**src/rtl/output_guard_ctrl.sv**
```systemverilog
// Output guard: gathers per-round comparator verdicts, tracks faults with leaky recovery,
// and drives relay/switch toggles, forcing safe levels in LOCK. Option: OUTCTRL_TIMEOUT_EN.
module output_guard_ctrl #(
  parameter int CH_NUM    = 2,
  parameter int STAT_W    = 8,
  parameter int ERR_BIT   = 2,
  parameter int ERR_MAX   = 3,
  parameter int CLEAR_WIN = 256,
  parameter int DRV_DIV   = 4,
  parameter int TIMEOUT   = 1024
) (
  input  logic                       clk,
  input  logic                       rst_n,
  input  logic                       order,
  input  logic [CH_NUM-1:0]          res_valid,
  input  logic [CH_NUM*STAT_W-1:0]   mod_status,
  input  logic                       unlock,
  output logic [1:0]                 output_status,
  output logic                       relay_ctrl,
  output logic                       switch_ctrl,
  output logic [3:0]                 err_cnt,
  output logic [CH_NUM-1:0]          err_ch
);
  localparam int GW = $clog2(CLEAR_WIN + 1);
  localparam int DW = (DRV_DIV > 1) ? $clog2(DRV_DIV) : 1;

  typedef enum logic [1:0] {IDLE, ERROR, LOCK} state_t;

  state_t            state, stateNxt;
  logic [CH_NUM-1:0] seen, seenNxt, roundErr, roundErrNxt, errChNxt;
  logic [CH_NUM-1:0] errBits, validEff, maskNext, errNext;
  logic [1:0]        statusNxt;
  logic [3:0]        errCntNxt, errCntInc;
  logic [GW-1:0]     goodCnt, goodCntNxt;
  logic [DW-1:0]     divCnt;
  logic              phase, drvQ, safeQ, orderQ;
`ifdef OUTCTRL_TIMEOUT_EN
  localparam int TW = $clog2(TIMEOUT + 1);
  logic [TW-1:0]     tmoCnt, tmoNxt;
`endif

  always_comb begin
    errBits = '0;
    for (int i = 0; i < CH_NUM; i++) errBits[i] = mod_status[i*STAT_W + ERR_BIT];
  end

  // repeat strobes from a channel already seen this round are dropped here
  assign validEff  = res_valid & ~seen;
  assign maskNext  = seen | validEff;
  assign errNext   = roundErr | (validEff & errBits);
  assign errCntInc = (err_cnt == 4'hF) ? 4'hF : err_cnt + 4'd1;

  always_comb begin
    stateNxt    = state;
    seenNxt     = seen;
    roundErrNxt = roundErr;
    statusNxt   = output_status;
    errCntNxt   = err_cnt;
    goodCntNxt  = goodCnt;
    errChNxt    = err_ch;
`ifdef OUTCTRL_TIMEOUT_EN
    tmoNxt      = tmoCnt;
`endif
    case (state)
      IDLE: begin
        seenNxt     = maskNext;
        roundErrNxt = errNext;
        statusNxt   = 2'b10;
        if (&maskNext) begin
          seenNxt     = '0;
          roundErrNxt = '0;
`ifdef OUTCTRL_TIMEOUT_EN
          tmoNxt      = '0;
`endif
          if (errNext == '0) begin
            statusNxt = 2'b00;
            if (goodCnt == GW'(CLEAR_WIN - 1)) begin
              goodCntNxt = '0;
              if (err_cnt != 4'd0) errCntNxt = err_cnt - 4'd1;
            end else begin
              goodCntNxt = goodCnt + GW'(1);
            end
          end else begin
            stateNxt  = ERROR;
            statusNxt = 2'b01;
            errChNxt  = errNext;
          end
        end
`ifdef OUTCTRL_TIMEOUT_EN
        else if (maskNext != '0) begin
          if (tmoCnt == TW'(TIMEOUT - 1)) begin
            stateNxt    = ERROR;
            statusNxt   = 2'b01;
            errChNxt    = ~maskNext;
            seenNxt     = '0;
            roundErrNxt = '0;
            tmoNxt      = '0;
          end else begin
            tmoNxt = tmoCnt + TW'(1);
          end
        end
`endif
      end
      ERROR: begin
        goodCntNxt  = '0;
        errCntNxt   = errCntInc;
        seenNxt     = res_valid;
        roundErrNxt = res_valid & errBits;
        if (errCntInc >= 4'(ERR_MAX)) begin
          stateNxt    = LOCK;
          statusNxt   = 2'b11;
          seenNxt     = '0;
          roundErrNxt = '0;
        end else begin
          stateNxt  = IDLE;
          statusNxt = 2'b10;
        end
      end
      LOCK: begin
        seenNxt     = '0;
        roundErrNxt = '0;
        statusNxt   = 2'b11;
        if (unlock) begin
          stateNxt   = IDLE;
          statusNxt  = 2'b10;
          errCntNxt  = 4'd0;
          goodCntNxt = '0;
          errChNxt   = '0;
        end
      end
      default: stateNxt = IDLE;
    endcase
  end

  always_ff @(posedge clk or negedge rst_n) begin
    if (!rst_n) begin
      state         <= IDLE;
      seen          <= '0;
      roundErr      <= '0;
      output_status <= 2'b10;
      err_cnt       <= 4'd0;
      goodCnt       <= '0;
      err_ch        <= '0;
`ifdef OUTCTRL_TIMEOUT_EN
      tmoCnt        <= '0;
`endif
    end else begin
      state         <= stateNxt;
      seen          <= seenNxt;
      roundErr      <= roundErrNxt;
      output_status <= statusNxt;
      err_cnt       <= errCntNxt;
      goodCnt       <= goodCntNxt;
      err_ch        <= errChNxt;
`ifdef OUTCTRL_TIMEOUT_EN
      tmoCnt        <= tmoNxt;
`endif
    end
  end

  always_ff @(posedge clk or negedge rst_n) begin
    if (!rst_n) begin
      divCnt <= '0;
      phase  <= 1'b0;
      drvQ   <= 1'b1;
      safeQ  <= 1'b1;
    end else begin
      safeQ <= (stateNxt == LOCK);
      drvQ  <= phase ^ order;
      if (state == LOCK) begin
        divCnt <= '0;
        phase  <= 1'b0;
      end else if (divCnt == DW'(DRV_DIV - 1)) begin
        divCnt <= '0;
        phase  <= ~phase;
      end else begin
        divCnt <= divCnt + DW'(1);
      end
    end
  end

  // unreset on purpose: the safe switch level follows order even while reset is held
  always_ff @(posedge clk) orderQ <= order;

  assign relay_ctrl  = safeQ ? 1'b1    : drvQ;
  assign switch_ctrl = safeQ ? ~orderQ : drvQ;
endmodule
```
**config.mk**
```make
export PLATFORM = sky130hd
export DESIGN_NAME = output_guard_ctrl
export DESIGN_NICKNAME = d
export VERILOG_FILES = /design/src/rtl/output_guard_ctrl.sv
export SDC_FILE = /design/constraint.sdc
export NUM_CORES = 1
export LEC_CHECK = 0
export BUFFER_PORTS_ARGS = -buffer_cell sky130_fd_sc_hd__buf_2
export CAP_MARGIN = 20
export CORE_MARGIN = 2
export CORE_UTILIZATION = 29
export DETAILED_ROUTE_END_ITERATION = 6
export GPL_TIMING_DRIVEN = 0
export MAX_ROUTING_LAYER = met4
export PLACE_DENSITY_LB_ADDON = 0.08
export RECOVER_POWER = 100
export SLEW_MARGIN = 15
export SYNTH_ARGS = -nofsm -noshare
export SYNTH_HDL_FRONTEND = slang
export SYNTH_SLANG_ARGS = --single-unit
```
**constraint.sdc**
```tcl
create_clock -name clk -period 2.4 [get_ports clk]
set_clock_uncertainty 0.05 [all_clocks]
set_input_delay 0.36 -clock clk [delete_from_list [all_inputs] [get_ports clk]]
set_output_delay 0.36 -clock clk [all_outputs]
set_load 0.1 [all_outputs]
```
==> results.json <==
{
  "drtIter0Drc": 70,
  "cts_root_buf": "clkbuf_8",
  "max-slew-margin-rel_pct": -3.45,
  "status": "complete, but fails checks",
  "yosysWarnings": 0,
  "hpwl_um": 2800,
  "critPathBufInv": 1,
  "violations": "max-capacitance violations, max-slew violations",
  "syn_avg_cell_area_um2": 9.11,
  "final-max-slew-violation-count": 29,
  "syn-cell-area_um2": 1700,
  "worstPathCellList": "inv_1, ha_1, nor2b_1, a211o_1, o31a_2, a211oi_1, a21oi_1",
  "setup_viol": 0,
  "cp_top_family": "compound AO/OA/AOI/OAI gates",
  "synth_nets": 217,
  "grt_pass1_vias": 1366,
  "wl_um": 3840,
  "arrival_ns": 2.24,
  "period_share_pct": 88.8,
  "viasPerCell": 5.13,
  "ys_seq_area_share_pct": 42.7,
  "area_growth_pct": 14.5,
  "numCtsBuffers": 5,
  "synth-edff-count": 0,
  "die_w_um": 80.5,
  "cp-start-kind": "flip-flop",
  "async_flop_share_pct": 96.6,
  "syn_inst": 186,
  "postSynthRegisterBits": 29,
  "hp-class": "in -> reg",
  "cts_tree": "built",
  "nets": 241,
  "rows": 27,
  "wl_per_cell_um": 13.6,
  "dr.pass1.iters": 4,
  "grt_pass1_wl_um": 6450,
  "grt_max_degree": 29,
  "drtAntennaViolNets": 0,
  "die-height_um": 80.5,
  "worstPathMaxFanout": 8,
  "ys_types": 48,
  "ys_dominant_reg_cell": "dfrtp_1",
  "postCtsSetupBuffers": 0,
  "drc": 0,
  "hold_violations": 0,
  "cts_resized": 0,
  "cts.sinks": 29,
  "track_usage_pct": 13.2,
  "crit_slowest_cell": "dfrtp_1",
  "rsz0062_at_grt": "false",
  "layout-drive-gt1-share_pct": 13.7,
  "htreeDepth": 2,
  "fmax_ghz": 0.469,
  "clock_latency_ns": 0.28,
  "num_antenna_cells": 0,
  "max_stage_delay_ns": 0.44,
  "overflow": 0,
  "period_needed_ns": 2.13,
  "clockBufferDepth": 2,
  "die_area_um2": 6470,
  "io_buffers": 17,
  "cts.hold.buffers_added": 0,
  "gp_congestion": 0.860,
  "start_util_pct": 30.4,
  "worstPathRequired_ns": 2.51,
  "worstMarginPinSlew_ns": 1.55,
  "pin_count": 32,
  "grt_antenna_before_repair": 0,
  "nFillCells": 589,
  "cp-end-kind": "flip-flop",
  "path_class": "reg -> reg",
  "maxCapViolCount": 1,
  "clkTransAtPathRegs_ns": 0.07,
  "setup-tns-final_ns": 0,
  "vias": 1451,
  "placeableCoreArea_um2": 5570
}
layer usage:
layer	wire, um	track usage (%)	part of all wire [%]
met2	1740	19.3	45
met4	48	5.59	1.2
met1	1880	17.3	49
met5	0	-	0
met3	174	3.37	4.5
area by class of cell:
type                       count  area [um2]  area share (%)
inverter                      14        52.6            2.71
timing repair buffer          17        72.6            3.74
clock buffer                   5        68.8            3.54
multi-input combinational    139         892            45.9
buffer                         4        22.5            1.16
clock inverter                 3        17.5           0.902
sequential                    29         726            37.4
tap                           72        90.1            4.64
cell families (layout without fill, tap and decap cells):
logic type / after synthesis / count (layout) / share of synthesized area (%)
compound gates: 64 / 64 / 25.5
xor+xnor: 2 / 2 / 1.03
fa+ha+maj: 9 / 9 / 6.64
buf+inv: 18 / 43 / 4.43
flops: 29 / 29 / 42.7
simple gates: 64 / 64 / 19.7
sequential cells by signal, summed over array words and instances (netlist names):
name / count
goodCnt: 9
err_cnt: 4
divCnt: 2
err_ch: 2
output_status: 2
roundErr: 2
seen: 2
state: 2
drvQ: 1
orderQ: 1
phase: 1
safeQ: 1
layout by cell type (no fill, tap or decap), types with 2 or more instances in the layout:
master / n
a211o_1: 2
a211o_2: 2
a211oi_1: 5
a21oi_1: 11
a31oi_1: 2
buf_2: 5
clkbuf_1: 13
clkbuf_2: 2
clkbuf_8: 5
clkinv_2: 2
dfrtp_1: 24
dfstp_2: 3
ha_1: 9
inv_1: 14
nand2_1: 12
nand2b_1: 2
nand3_1: 4
nand3b_1: 2
nor2_1: 16
nor2b_1: 8
nor3_1: 9
nor3b_1: 2
nor4b_1: 2
o211ai_1: 2
o21a_1: 3
o21ai_0: 19
o22ai_1: 3
o31ai_1: 2
or2_2: 2
final timing paths:
| kind | startpoint | endpoint | slack (ns) | depth (start not counted) |
|---|---|---|---|---|
| worst max-delay path | state[0]$_DFF_PN0_ | err_cnt[1]$_DFFE_PN0P_ | 0.27 | 7 |
| worst min-delay path | order | orderQ$_DFF_P_ | 0.18 | 1 |
| worst max register to register | state[0]$_DFF_PN0_ | err_cnt[1]$_DFFE_PN0P_ | 0.27 | 7 |
| worst min register to register | divCnt[0]$_DFF_PN0_ | divCnt[0]$_DFF_PN0_ | 0.38 | 1 |
| max in group asynchronous | rst_n | err_cnt[1]$_DFFE_PN0P_ | 0.88 | 1 |
| min in group asynchronous | rst_n | output_status[0]$_DFFE_PN0N_ | 0.41 | 1 |
cells in the mapped netlist, types with 3 or more instances:
| library cell | instances | area (um2) |
|---|---|---|
| clkbuf_1 | 3 | 11.3 |
| nor3_1 | 9 | 45.0 |
| a21oi_1 | 11 | 55.1 |
| nand3_1 | 4 | 20.0 |
| ha_1 | 9 | 113 |
| dfrtp_1 | 25 | 626 |
| o21a_1 | 3 | 22.5 |
| nor2b_1 | 8 | 50.1 |
| nand2_1 | 12 | 45.0 |
| inv_1 | 14 | 52.6 |
| o22ai_1 | 3 | 18.8 |
| dfstp_2 | 3 | 78.8 |
| a211oi_1 | 5 | 37.5 |
| o21ai_0 | 19 | 95.1 |
| nor2_1 | 16 | 60.1 |
stage by stage:
stage               worst slack (ns)  hold WS [ns]  instance area (um2)  utilization (%)  instances
floorplan                     0.0691        0.0144                 1700                -        186
global placement               0.314         0.374                 1880             33.7        275
detailed placement             0.303         0.379                 1880             33.7        275
CTS                            0.272        0.0784                 1960             35.2        283
global route                   0.101         0.167                 1940             34.8        283
finish                         0.270         0.181                 1940             34.8        283
Power is left out: the tool's default activity adds up to more than one toggle a clock period on the data nets, which glitch-free logic cannot reach.
